`src/rtl/pattern_detector.sv`:
```
// Serial bit-pattern detector with a run-time programmable pattern, selectable
// overlapping/non-overlapping matching and a saturating match counter.
module pattern_detector #(
  parameter int unsigned           PATTERN_W   = 4,
  parameter int unsigned           CNT_W       = 8,
  parameter logic [PATTERN_W-1:0]  RST_PATTERN = 4'b1111,
  parameter logic                  RST_OVERLAP = 1'b1
) (
  input  logic                 clk_i,
  input  logic                 rst_i,
  input  logic                 cfg_load_i,
  input  logic [PATTERN_W-1:0] cfg_pattern_i,
  input  logic                 cfg_overlap_i,
  input  logic                 data_valid_i,
  input  logic                 data_in_i,
  input  logic                 count_clear_i,
  output logic                 detected_o,
  output logic [CNT_W-1:0]     match_count_o
);

  localparam int unsigned        HistW   = PATTERN_W - 1;
  localparam int unsigned        FillW   = $clog2(PATTERN_W);
  localparam logic [FillW-1:0]   FillMax = FillW'(PATTERN_W - 1);
  localparam logic [CNT_W-1:0]   CntMax  = {CNT_W{1'b1}};
  localparam logic [CNT_W-1:0]   CntOne  = CNT_W'(1);

  logic [PATTERN_W-1:0] pattern_q, pattern_d;
  logic                 overlap_q, overlap_d;
  logic [HistW-1:0]     hist_q, hist_d;
  logic [FillW-1:0]     fill_q, fill_d;
  logic                 detected_q, detected_d;
  logic [CNT_W-1:0]     count_q, count_d;

  logic                 accept;
  logic                 match;
  logic [PATTERN_W-1:0] window;

  // A bit arriving together with cfg_load is dropped.
  assign accept = data_valid_i & ~cfg_load_i;
  assign window = {hist_q, data_in_i};
  assign match  = accept && (fill_q == FillMax) && (window == pattern_q);

  always_comb begin
    pattern_d  = pattern_q;
    overlap_d  = overlap_q;
    hist_d     = hist_q;
    fill_d     = fill_q;
    detected_d = match;
    count_d    = count_q;

    if (cfg_load_i) begin
      pattern_d = cfg_pattern_i;
      overlap_d = cfg_overlap_i;
      hist_d    = '0;
      fill_d    = '0;
    end else if (accept) begin
      hist_d = window[HistW-1:0];
      if (match) begin
        // Non-overlapping mode needs a full window of fresh bits.
        fill_d = overlap_q ? fill_q : '0;
      end else if (fill_q != FillMax) begin
        fill_d = fill_q + 1'b1;
      end
    end

    if (count_clear_i) begin
      count_d = match ? CntOne : '0;
    end else if (match && (count_q != CntMax)) begin
      count_d = count_q + 1'b1;
    end
  end

  always_ff @(posedge clk_i) begin
    if (rst_i) begin
      pattern_q  <= RST_PATTERN;
      overlap_q  <= RST_OVERLAP;
      hist_q     <= '0;
      fill_q     <= '0;
      detected_q <= 1'b0;
      count_q    <= '0;
    end else begin
      pattern_q  <= pattern_d;
      overlap_q  <= overlap_d;
      hist_q     <= hist_d;
      fill_q     <= fill_d;
      detected_q <= detected_d;
      count_q    <= count_d;
    end
  end

  assign detected_o    = detected_q;
  assign match_count_o = count_q;

endmodule

```
`config.mk`:
```
export PLATFORM = sky130hd
export DESIGN_NAME = pattern_detector
export DESIGN_NICKNAME = d
export VERILOG_FILES = /design/src/rtl/pattern_detector.sv
export SDC_FILE = /design/constraint.sdc
export NUM_CORES = 1
export LEC_CHECK = 0
export ABC_CLOCK_PERIOD_IN_PS = 2400
export BUFFER_PORTS_ARGS = -buffer_cell sky130_fd_sc_hd__buf_4
export CORE_UTILIZATION = 29
export DETAILED_ROUTE_END_ITERATION = 6
export PLACE_DENSITY = 0.47
export SYNTH_ARGS = -nofsm -noshare
export SYNTH_HDL_FRONTEND = slang
export SYNTH_SLANG_ARGS = --single-unit
```
`constraint.sdc`:
```
create_clock -name clk_i -period 2.4 [get_ports clk_i]
set_input_delay 0.12 -clock clk_i [delete_from_list [all_inputs] [get_ports clk_i]]
set_output_delay 0.12 -clock clk_i [all_outputs]
set_load 0.1 [all_outputs]
```
==> reports/qor.csv, run 1 <==
metric,value,unit
status,"complete, no violations",
crit start category,register,
worst relative slew slack,72.5,%
worst-skew pair later-pin latency,0.31,ns
postcts setup bufs,0,
CP Data Required Time,2.64,ns
yosys warns,0,
fmax,0.548,GHz
Worst IR Drop VDD,0.000251,V
syn nets,118,
post-synth cell types,33,
number of H-tree levels,1,
reg2reg end,match_count_o[3]$_SDFFE_PP0P_,
"Cell Count, Final, Fillers Out",171,
Port Buf Inserts,19,
"Clk pin slew, worst setup/hold paths",0.12,ns
worst min path class,input pin to register,
via count,843,
Synth Instances,105,
Worst R2R Start,hist_q[1]$_SDFFE_PP0P_,
crit path kind,register to register,
CTS tree,yes,
ANT cells,0,
nature of the critical path endpoint,register,
drt pass-1 iters,4,
Ports,20,
P_leak,0.000439,uW
Slew Limit Fails,0,
Clock Tree Root,clkbuf_4,
clk buf depth,2,
R2R depth,4,
WP data arrival,2.07,ns
CP Max Fanout,14,
Seq cells post-synth,19,
Core Area,0.00308,mm2
final setup vio count,0,
period utilisation layout,76.1,%
Setup crit start,hist_q[1]$_SDFFE_PP0P_,
clock buffer count from CTS,3,
Post-synth EDFFs,0,
top cell type's share of synthesized area,40.0,%
layout cells sized above 1,22.0,%
final hold violations,0,
register area share after synthesis,40.0,%
r2r setup slk,0.57,ns
DP HPWL,1530,um
syn avg cell area,9.06,um2
cell taking the most area after synthesis,dfxtp_1,
Residual DRC,0,
first-pass GRT wire length,3620,um
number of global-route vias before repair,812,
initial antenna violation count,0,
Final nets,141,
total negative setup slack,0,ns
Post-synth ARST share,0,%
via/cell ratio,4.93,
pwr/cell area,473,mW/mm2
# fillers,333,
final RePlAce weighted congestion,0.753,
cell total after placement,164,
Worst Setup EP,match_count_o[3]$_SDFFE_PP0P_,
largest net degree at the start of global routing,18,
worst slew pin tran,0.411,ns
initial core utilization,30.9,%
Congestion Overflow GR,0,
die area,0.00351,mm2
Layout area overhead,24.5,%
RSZ-0062 raised after global routing,no,
post-layout min period,1.83,ns
Die H,59.3,um
Wirelength per Cell,12.1,um
top area cells in the synthesized netlist,"dfxtp_1 40%, mux2i_1 8.4%, nand2_1 5.1%, a211o_1 4.6%, nor2b_1 3.9%",
"Cell Area, Synth",951,um2
Initial DRC Count,29,
CTS Sinks,19,
Overall Global Routing Usage,13.8,%
row count,20,
Die W,59.3,um
"Primary FF master, synth",dfxtp_1,
area of the multi-input gates,537,um2
Max-Cap Viols,0,
Max Clock Skew,0.00939,ns
register area,380,um2
Routed Antenna Nets,0,
total wire length,2080,um
## state kept, by name, indices dropped and copies added (netlist names)
signal and count:
detected_o 1, fill_q 2, hist_q 3, match_count_o 8, overlap_q 1, pattern_q 4
## cell type report
cell class,count,share of cell area (%)
multi-input cells,79,45.3
repair buffers,22,14.6
clock inverters,1,0.423
clock buffers,3,1.90
well taps,44,4.65
flip-flops and latches,19,32.1
inverters,3,0.951
## cells in the mapped netlist, types with 2 or more instances
cell	number
inv_1	2
nor2b_1	6
o31ai_1	5
nand2_1	13
clkbuf_1	3
xnor2_1	2
nor2_1	3
o211ai_1	2
or4_1	3
a211o_1	5
or3_1	3
nor3_1	4
mux2i_1	8
dfxtp_1	19
nand3_1	2
ha_1	2
and3_1	2
nand4_1	2
a21oi_1	3
nor4_1	3
## layer usage
layer	share of wire (%)	up-vias	GRT usage (%)
li1	-	434	-
met1	46	386	16.6
met2	48	21	23.1
met3	5.0	2	4.80
met4	0.91	0	3.74
met5	0	-	0
## how the worst min path moves through the flow
stage | from | to | slack (ns) | depth (start not counted)
after floorplan | cfg_pattern_i[2] | pattern_q[2]$_SDFFE_PP1P_ | 0.24 | 1
after global placement | cfg_pattern_i[2] | pattern_q[2]$_SDFFE_PP1P_ | 0.32 | 2
after detailed placement | cfg_pattern_i[2] | pattern_q[2]$_SDFFE_PP1P_ | 0.33 | 2
after CTS | cfg_overlap_i | overlap_q$_SDFFE_PP1P_ | 0.002 | 2
after global routing | cfg_pattern_i[0] | pattern_q[0]$_SDFFE_PP1P_ | 0.006 | 2
final | cfg_pattern_i[1] | pattern_q[1]$_SDFFE_PP1P_ | 0.01 | 2
## metrics by stage
step                      cell area [um2]  hold WS (ns)  power, uW  utilization (%)  worst slack (ns)
after global placement               1130         0.324        390             36.6             0.675
after detailed placement             1130         0.328        392             36.6             0.627
final                                1180        0.0117        560             38.5             0.574
after global routing                 1180       0.00577        586             38.5             0.403
after floorplan                       951         0.238        368                -             0.285
after CTS                            1160       0.00151        562             37.8             0.583
## repair_timing
item	in CTS	in global routing
resized for setup	0	0
endpoints found under the hold margin	1	2
hold buffers	1	2
## cells by family (layout without fill, tap and decap cells)
| family | count (synthesis) | count (layout) | synth area share, % |
|---|---|---|---|
| compound gates | 20 | 20 | 15.7 |
| fa+ha+maj | 2 | 2 | 2.63 |
| mux | 8 | 8 | 8.42 |
| xor+xnor | 3 | 3 | 2.76 |
| flops | 19 | 19 | 40.0 |
| buf+inv | 7 | 29 | 3.55 |
| simple gates | 46 | 46 | 27.0 |
## power by group
part | switching [uW] | internal [uW] | total, uW | leakage (uW)
registers | 4.82 | 323 | 328 | 0.000155
clock network | 110 | 62.4 | 172 | 0.0000177
logic | 29.3 | 30.6 | 60.0 | 0.000267
## layout by cell type (no fill, tap or decap), types with 4 or more instances in the layout
master,count
a211o_1,5
buf_4,19
dfxtp_1,19
mux2i_1,8
nand2_1,13
nor2b_1,6
nor3_1,4
o31ai_1,5
## worst max-delay path: stages (launching register included)
cell and delay (ns):
dfxtp_1 0.35, nor2b_1 0.13, or4_4 0.58, or4_1 0.54, a21oi_1 0.16
No activity file was read; power rests on OpenSTA's default activity.
==> inputs of run 2 (changes only) <==
--- a/config.mk
+++ b/config.mk
@@ -5,11 +5,11 @@
 export SDC_FILE = /design/constraint.sdc
 export NUM_CORES = 1
 export LEC_CHECK = 0
-export ABC_CLOCK_PERIOD_IN_PS = 2400
+export ABC_CLOCK_PERIOD_IN_PS = 1550
 export BUFFER_PORTS_ARGS = -buffer_cell sky130_fd_sc_hd__buf_4
 export CORE_UTILIZATION = 29
 export DETAILED_ROUTE_END_ITERATION = 6
-export PLACE_DENSITY = 0.47
+export PLACE_DENSITY = 0.48
 export SYNTH_ARGS = -nofsm -noshare
 export SYNTH_HDL_FRONTEND = slang
 export SYNTH_SLANG_ARGS = --single-unit
==> constraint.sdc (replaced) <==
create_clock -name clk_i -period 1.55 [get_ports clk_i]
set_input_delay 0.0775 -clock clk_i [delete_from_list [all_inputs] [get_ports clk_i]]
set_output_delay 0.0775 -clock clk_i [all_outputs]
set_load 0.1 [all_outputs]
==> run 2 against run 1 <==
- the flow now finishes with violations (negative setup slack)
- utilization grew 13 points
- setup slack got worse by 0.73 ns
- highest routed layer unchanged
- die area unchanged
- first-iteration DRC count is 3.4% higher
==> reports/qor.csv, run 2 (synthesized netlist as in run 1, its figures left out) <==
metric,value,unit,change
Routed Antenna Nets,0,,unchanged
busiest grt layer,met2,,unchanged
Port Buf Inserts,19,,unchanged
CTS Sinks,19,,unchanged
largest net degree at the start of global routing,18,,unchanged
total wire length,2630,um,was 2080 um
GR Util met1,19.9,%,was 16.6%
grt met3 use,4.15,%,was 4.80%
period utilisation layout,110,%,was 76.1%
post-layout util,51.5,%,was 38.5%
CP Data Required Time,1.79,ns,was 2.64 ns
crit path kind,register to register,,unchanged
status,finished with violations,,"was complete, no violations"
CTS tree,yes,,unchanged
CP Max Fanout,5,,was 14
Setup crit start,hist_q[2]$_SDFFE_PP0P_,,was hist_q[1]$_SDFFE_PP0P_
number of global-route vias before repair,929,,was 812
R2R depth,4,,unchanged
failing checks,negative setup slack,,
Slew Limit Fails,0,,unchanged
Worst R2R Start,hist_q[2]$_SDFFE_PP0P_,,was hist_q[1]$_SDFFE_PP0P_
r2r setup slk,-0.16,ns,was 0.57 ns
ANT cells,0,,unchanged
cell total after placement,180,,was 164
post-layout min period,1.71,ns,was 1.83 ns
Final nets,167,,was 141
Worst Setup EP,match_count_o[2]$_SDFFE_PP0P_,,was match_count_o[3]$_SDFFE_PP0P_
Layout area overhead,66.6,%,was 24.5%
Max Clock Skew,0.00192,ns,was 0.00939 ns
Initial DRC Count,30,,was 29
die area,0.00351,mm2,unchanged
crit start category,register,,unchanged
flip-flop count of the largest register after layout,8,,unchanged
most frequent cells in the layout,"38 x buf_4, 13 x nand2_1, 8 x mux2i_1",,"was 19 x dfxtp_1, 19 x buf_4, 13 x nand2_1"
via count,993,,was 843
Residual DRC,0,,unchanged
most frequent CP cell,or4_4,,
Buf/Inv on CP,0,,unchanged
final hold violations,0,,unchanged
row count,20,,unchanged
worst-skew pair later-pin latency,0.30,ns,was 0.31 ns
drt pass-1 iters,4,,unchanged
first-pass GRT wire length,4240,um,was 3620 um
final RePlAce weighted congestion,0.766,,was 0.753
DP HPWL,1630,um,was 1530 um
crit path cell chain,xor2_1 -> or4_4 -> or4_4 -> a21oi_2,,was nor2b_1 -> or4_4 -> or4_1 -> a21oi_1
Clock Tree Root,clkbuf_4,,unchanged
"Clk pin slew, worst setup/hold paths",0.11,ns,was 0.12 ns
reg2reg end,match_count_o[2]$_SDFFE_PP0P_,,was match_count_o[3]$_SDFFE_PP0P_
Ports,20,,unchanged
worst relative slew slack,73.8,%,was 72.5%
via/cell ratio,5.04,,was 4.93
Worst IR Drop VDD,0.000468,V,was 0.000251 V
layout cells sized above 1,52.3,%,was 22.0%
nature of the critical path endpoint,register,,unchanged
Core Area,0.00308,mm2,unchanged
worst slew pin tran,0.392,ns,was 0.411 ns
Overall Global Routing Usage,16.6,%,was 13.8%
Wirelength per Cell,13.4,um,was 12.1 um
"Cell Count, Final, Fillers Out",197,,was 171
GR met2 Demand/Resource,27.9,%,was 23.1%
worst min path class,input pin to register,,unchanged
final setup vio count,10,,was 0
P_leak,0.000637,uW,was 0.000439 uW
Crit path largest cell delay,0.54,ns,was 0.58 ns
"Slowest-stage cell, CP",or4_4,,unchanged
clk buf depth,2,,unchanged
Critical Path Stages,4,,unchanged
RSZ-0062 raised after global routing,yes,,was no
Congestion Overflow GR,0,,unchanged
pwr/cell area,565,mW/mm2,was 473 mW/mm2
# fillers,288,,was 333
fmax,0.586,GHz,was 0.548 GHz
initial antenna violation count,0,,unchanged
number of H-tree levels,1,,unchanged
Die H,59.3,um,unchanged
WP data arrival,1.95,ns,was 2.07 ns
Die W,59.3,um,unchanged
"most common cell after layout, fill and taps aside",buf_4,,
clock buffer count from CTS,3,,unchanged
initial core utilization,30.9,%,unchanged
final hold slack,0.0714,ns,was 0.0117 ns
PnR worst setup slack,-0.158,ns,was 0.574 ns
Max-Cap Viols,0,,unchanged
critical path's top delay family,simple AND/OR/NAND/NOR gates,,unchanged
run 2: layout make-up:
type                            count  area (um2)  share of cell area, %
Tap cell                           44        55.1                   3.48
Timing Repair Buffer               47         380                   24.0
Clock buffer                        3        22.5                   1.42
Multi-Input combinational cell     80         699                   44.2
Clock inverter                      1        5.00                  0.316
Sequential cell                    19         410                   25.9
Inverter                            3        11.3                  0.711
run 2: worst min-delay path by stage:
stage	startpoint	cells after the start	slack, ns	to
6_report	data_in_i	3	0.07	hist_q[0]$_SDFFE_PP0P_
5_1_grt	rst_i	2	0.10	hist_q[2]$_SDFFE_PP0P_
2_1_floorplan	cfg_pattern_i[2]	1	0.20	pattern_q[2]$_SDFFE_PP1P_
4_1_cts	data_in_i	3	0.07	hist_q[0]$_SDFFE_PP0P_
3_3_place_gp	cfg_overlap_i	2	0.28	overlap_q$_SDFFE_PP1P_
3_5_place_dp	cfg_pattern_i[2]	2	0.29	pattern_q[2]$_SDFFE_PP1P_
run 2: timing repair:
action,4_1_cts,5_1_grt
pin swaps,5,8
endpoints found under the hold margin,5,0
hold buffers,5,0
setup endpoints to repair,10,11
resized for setup,18,14
buffers inserted,8,1
cloned,1,0
run 2: worst register-to-register path, stage by stage (launching register included):
cell and delay (ns):
dfxtp_2 0.34, xor2_1 0.17, or4_4 0.48, or4_4 0.54, a21oi_2 0.11
run 2: metrics by stage:
step	TNS, ns	cell area (um2)	total power [uW]	setup slack, ns
floorplan	-0.378	1000	560	-0.0660
global placement	-0.810	1300	613	-0.153
detailed placement	-1.10	1300	615	-0.193
CTS	-1.13	1540	899	-0.172
global route	-1.18	1580	932	-0.184
finish	-0.593	1580	895	-0.158
run 2: metal layers:
| metal | wire length, um | share of wire (%) | up-vias |
|---|---|---|---|
| met3 | 75 | 2.9 | 2 |
| li1 | - | - | 495 |
| met1 | 1170 | 44 | 480 |
| met5 | 0 | 0 | - |
| met2 | 1360 | 52 | 16 |
| met4 | 24 | 0.91 | 0 |
run 2: power breakdown:
part           internal (uW)  switching, uW
clock                   96.4            161
combinational           74.9           64.0
sequential               490           8.93
==> inputs of run 3 (changes only) <==
--- a/config.mk
+++ b/config.mk
@@ -6,10 +6,11 @@
 export NUM_CORES = 1
 export LEC_CHECK = 0
 export ABC_CLOCK_PERIOD_IN_PS = 1550
-export BUFFER_PORTS_ARGS = -buffer_cell sky130_fd_sc_hd__buf_4
+export CORE_MARGIN = 2
 export CORE_UTILIZATION = 29
 export DETAILED_ROUTE_END_ITERATION = 6
-export PLACE_DENSITY = 0.48
+export DONT_BUFFER_PORTS = 1
+export PLACE_DENSITY = 0.43
 export SYNTH_ARGS = -nofsm -noshare
 export SYNTH_HDL_FRONTEND = slang
 export SYNTH_SLANG_ARGS = --single-unit
==> run 3 against run 2 <==
- the flow still finishes with violations (negative setup slack)
- clock power down 3%
- critical path depth unchanged
- hold slack improved by 0.075 ns
- sequential cell count stayed put
- non-clock buffer count shrank 8
- via count is 8.9% lower
- final area fell by 8.1%
- setup slack got worse by 0.019 ns
- first-iteration DRC count grew 10%
- utilization fell by 4.1 points
- combinational power decreased by 21%
- clock skew is 0.0038 ns higher
- largest cell class unchanged
- largest power group unchanged
- highest routed layer unchanged
==> reports/qor.csv, run 3 (synthesized netlist as in run 1, its figures left out) <==
metric,value,unit,change
"Slowest-stage cell, CP",or4_4,,unchanged
layout cells sized above 1,36.1,%,was 52.3%
Die W,61.3,um,was 59.3 um
Worst R2R Start,hist_q[1]$_SDFFE_PP0P_,,was hist_q[2]$_SDFFE_PP0P_
most frequent cells in the layout,"26 x buf_4, 13 x nand2_1, 11 x dlygate4sd3_1",,"was 38 x buf_4, 13 x nand2_1, 8 x mux2i_1"
Crit path largest cell delay,0.55,ns,was 0.54 ns
"Cell Count, Final, Fillers Out",188,,was 197
hold path endpoint,fill_q[1]$_SDFFE_PP0P_,,was hist_q[0]$_SDFFE_PP0P_
clock power share,29.1,%,was 28.7%
nature of the critical path endpoint,register,,unchanged
Final nets,158,,was 167
Clock Tree Root,clkbuf_4,,unchanged
Place WS,-0.184,ns,was -0.193 ns
Overall Global Routing Usage,14.6,%,was 16.6%
"most common cell after layout, fill and taps aside",buf_4,,unchanged
via count,905,,was 993
initial core utilization,30.9,%,unchanged
final setup vio count,10,,unchanged
clock buffer count from CTS,3,,unchanged
first-pass GRT wire length,3970,um,was 4240 um
PnR worst setup slack,-0.177,ns,was -0.158 ns
Residual DRC,0,,unchanged
worst min path class,input pin to register,,unchanged
total wire length,2470,um,was 2630 um
combinational share of power,12.9,%,was 15.5%
most frequent CP cell,or4_4,,unchanged
final hold violations,0,,unchanged
clk buf depth,2,,unchanged
CP Data Required Time,1.78,ns,was 1.79 ns
CTS Sinks,19,,unchanged
worst-skew pair later-pin latency,0.29,ns,was 0.30 ns
flip-flop count of the largest register after layout,8,,unchanged
Max Clock Skew,0.00577,ns,was 0.00192 ns
switching fraction of total power,24.1,%,was 26.1%
worst relative slew slack,59.7,%,was 73.8%
row count,20,,unchanged
Ports,20,,unchanged
r2r setup slk,-0.18,ns,was -0.16 ns
reg2reg end,match_count_o[2]$_SDFFE_PP0P_,,unchanged
Die H,61.3,um,was 59.3 um
final RePlAce weighted congestion,0.696,,was 0.766
crit start category,register,,unchanged
CTS tree,yes,,unchanged
cell depth of the worst hold path,4,,was 3
crit path kind,register to register,,unchanged
number of global-route vias before repair,892,,was 929
cell total after placement,168,,was 180
worst slew pin tran,0.605,ns,was 0.392 ns
number of H-tree levels,1,,unchanged
failing checks,negative setup slack,,unchanged
sw power,206,uW,was 234 uW
Worst IR Drop VDD,0.000274,V,was 0.000468 V
area of the multi-input gates,619,um2,was 699 um2
period utilisation layout,111,%,was 110%
CP Max Fanout,8,,was 5
pwr/cell area,588,mW/mm2,was 565 mW/mm2
Slew Limit Fails,0,,unchanged
register area,407,um2,was 410 um2
via/cell ratio,4.81,,was 5.04
largest net degree at the start of global routing,17,,was 18
R2R depth,4,,unchanged
P_leak,0.000595,uW,was 0.000637 uW
Int Power,650,uW,was 661 uW
Sequential Power Share,58.0,%,was 55.7%
Congestion Overflow GR,0,,unchanged
Core Area,0.00308,mm2,unchanged
die area,0.00375,mm2,was 0.00351 mm2
ANT cells,0,,unchanged
Port Buf Inserts,0,,was 19
RSZ-0062 raised after global routing,yes,,unchanged
"Clk pin slew, worst setup/hold paths",0.11,ns,about the same
crit path cell chain,nor2b_4 -> or4_4 -> or4_4 -> a21oi_2,,was xor2_1 -> or4_4 -> or4_4 -> a21oi_2
WP data arrival,1.96,ns,was 1.95 ns
post-layout min period,1.73,ns,was 1.71 ns
initial antenna violation count,0,,unchanged
DP HPWL,1630,um,about the same
fmax,0.579,GHz,was 0.586 GHz
HP Start,data_valid_i,,was data_in_i
Routed Antenna Nets,0,,unchanged
status,finished with violations,,unchanged
Layout area overhead,53.2,%,was 66.6%
drt pass-1 iters,4,,unchanged
Wirelength per Cell,13.1,um,was 13.4 um
# fillers,322,,was 288
Max-Cap Viols,0,,unchanged
Initial DRC Count,33,,was 30
critical path's top delay family,simple AND/OR/NAND/NOR gates,,unchanged
Buf/Inv on CP,0,,unchanged
==> run 3: changes by cell type in the layout (fill, tap and decap cells not counted), sizes merged <==
cell          change
dlymetal6s4s      +1
or4               -1
buf              -15
dlygate4sd3       +6
clkinv            -1
clkbuf            +1
==> run 3: repair_timing <==
item,4_1_cts,5_1_grt
hold buffers,12,0
pin swaps,3,2
endpoints found under the setup margin,11,12
setup buffers,3,1
resized for setup,4,9
hold endpoints to repair,19,0
==> run 3: power groups by stage <==
stage | sequential (uW) | clock [uW] | combinational (uW)
CTS | 496 | 270 | 108
finish | 497 | 249 | 110
floorplan | 507 | 0 | 53.3
global route | 499 | 296 | 121
global placement | 507 | 0 | 67.4
detailed placement | 507 | 0 | 67.7
==> run 3: layer usage <==
layer  vias to the layer above  GRT usage (%)  part of all wire, %
met5                         -              0                    0
met4                         0           6.52                 0.73
met3                         2           2.52                  2.4
met2                        10           25.5                   52
met1                       416           17.5                   45
li1                        477              -                    -
==> run 3: through the flow <==
| stage | power (uW) | area, um2 | hold slack [ns] | utilization, % | TNS [ns] |
|---|---|---|---|---|---|
| 2_1_floorplan | 560 | 1000 | 0.195 | - | -0.378 |
| 3_3_place_gp | 575 | 1210 | 0.158 | 39.2 | -0.836 |
| 3_5_place_dp | 575 | 1210 | 0.159 | 39.2 | -1.10 |
| 4_1_cts | 875 | 1420 | 0.130 | 46.0 | -1.02 |
| 5_1_grt | 916 | 1460 | 0.139 | 47.3 | -1.51 |
| 6_report | 856 | 1460 | 0.146 | 47.3 | -0.885 |
==> run 3: worst max-delay path by stage <==
stage / startpoint / cells past startpoint / slack [ns] / to
2_1_floorplan: hist_q[1]$_SDFFE_PP0P_ / 4 / -0.07 / match_count_o[2]$_SDFFE_PP0P_
3_5_place_dp: hist_q[1]$_SDFFE_PP0P_ / 4 / -0.18 / match_count_o[2]$_SDFFE_PP0P_
5_1_grt: hist_q[1]$_SDFFE_PP0P_ / 4 / -0.21 / match_count_o[2]$_SDFFE_PP0P_
3_3_place_gp: hist_q[1]$_SDFFE_PP0P_ / 4 / -0.14 / match_count_o[2]$_SDFFE_PP0P_
6_report: hist_q[1]$_SDFFE_PP0P_ / 4 / -0.18 / match_count_o[2]$_SDFFE_PP0P_
4_1_cts: hist_q[1]$_SDFFE_PP0P_ / 4 / -0.19 / match_count_o[2]$_SDFFE_PP0P_
==> run 3: area by class of cell <==
class                   instances  share of cell area, %
clock buffers                   4                   1.80
multi-input cells              79                   42.5
inverters                       3                  0.773
flip-flops and latches         19                   27.9
repair buffers                 39                   23.2
well taps                      44                   3.78
==> run 3: worst reg2reg max path: stages (launching register included) <==
cell     delay, ns
dfxtp_2       0.33
nor2b_4       0.11
or4_4         0.55
or4_4         0.54
a21oi_2       0.13
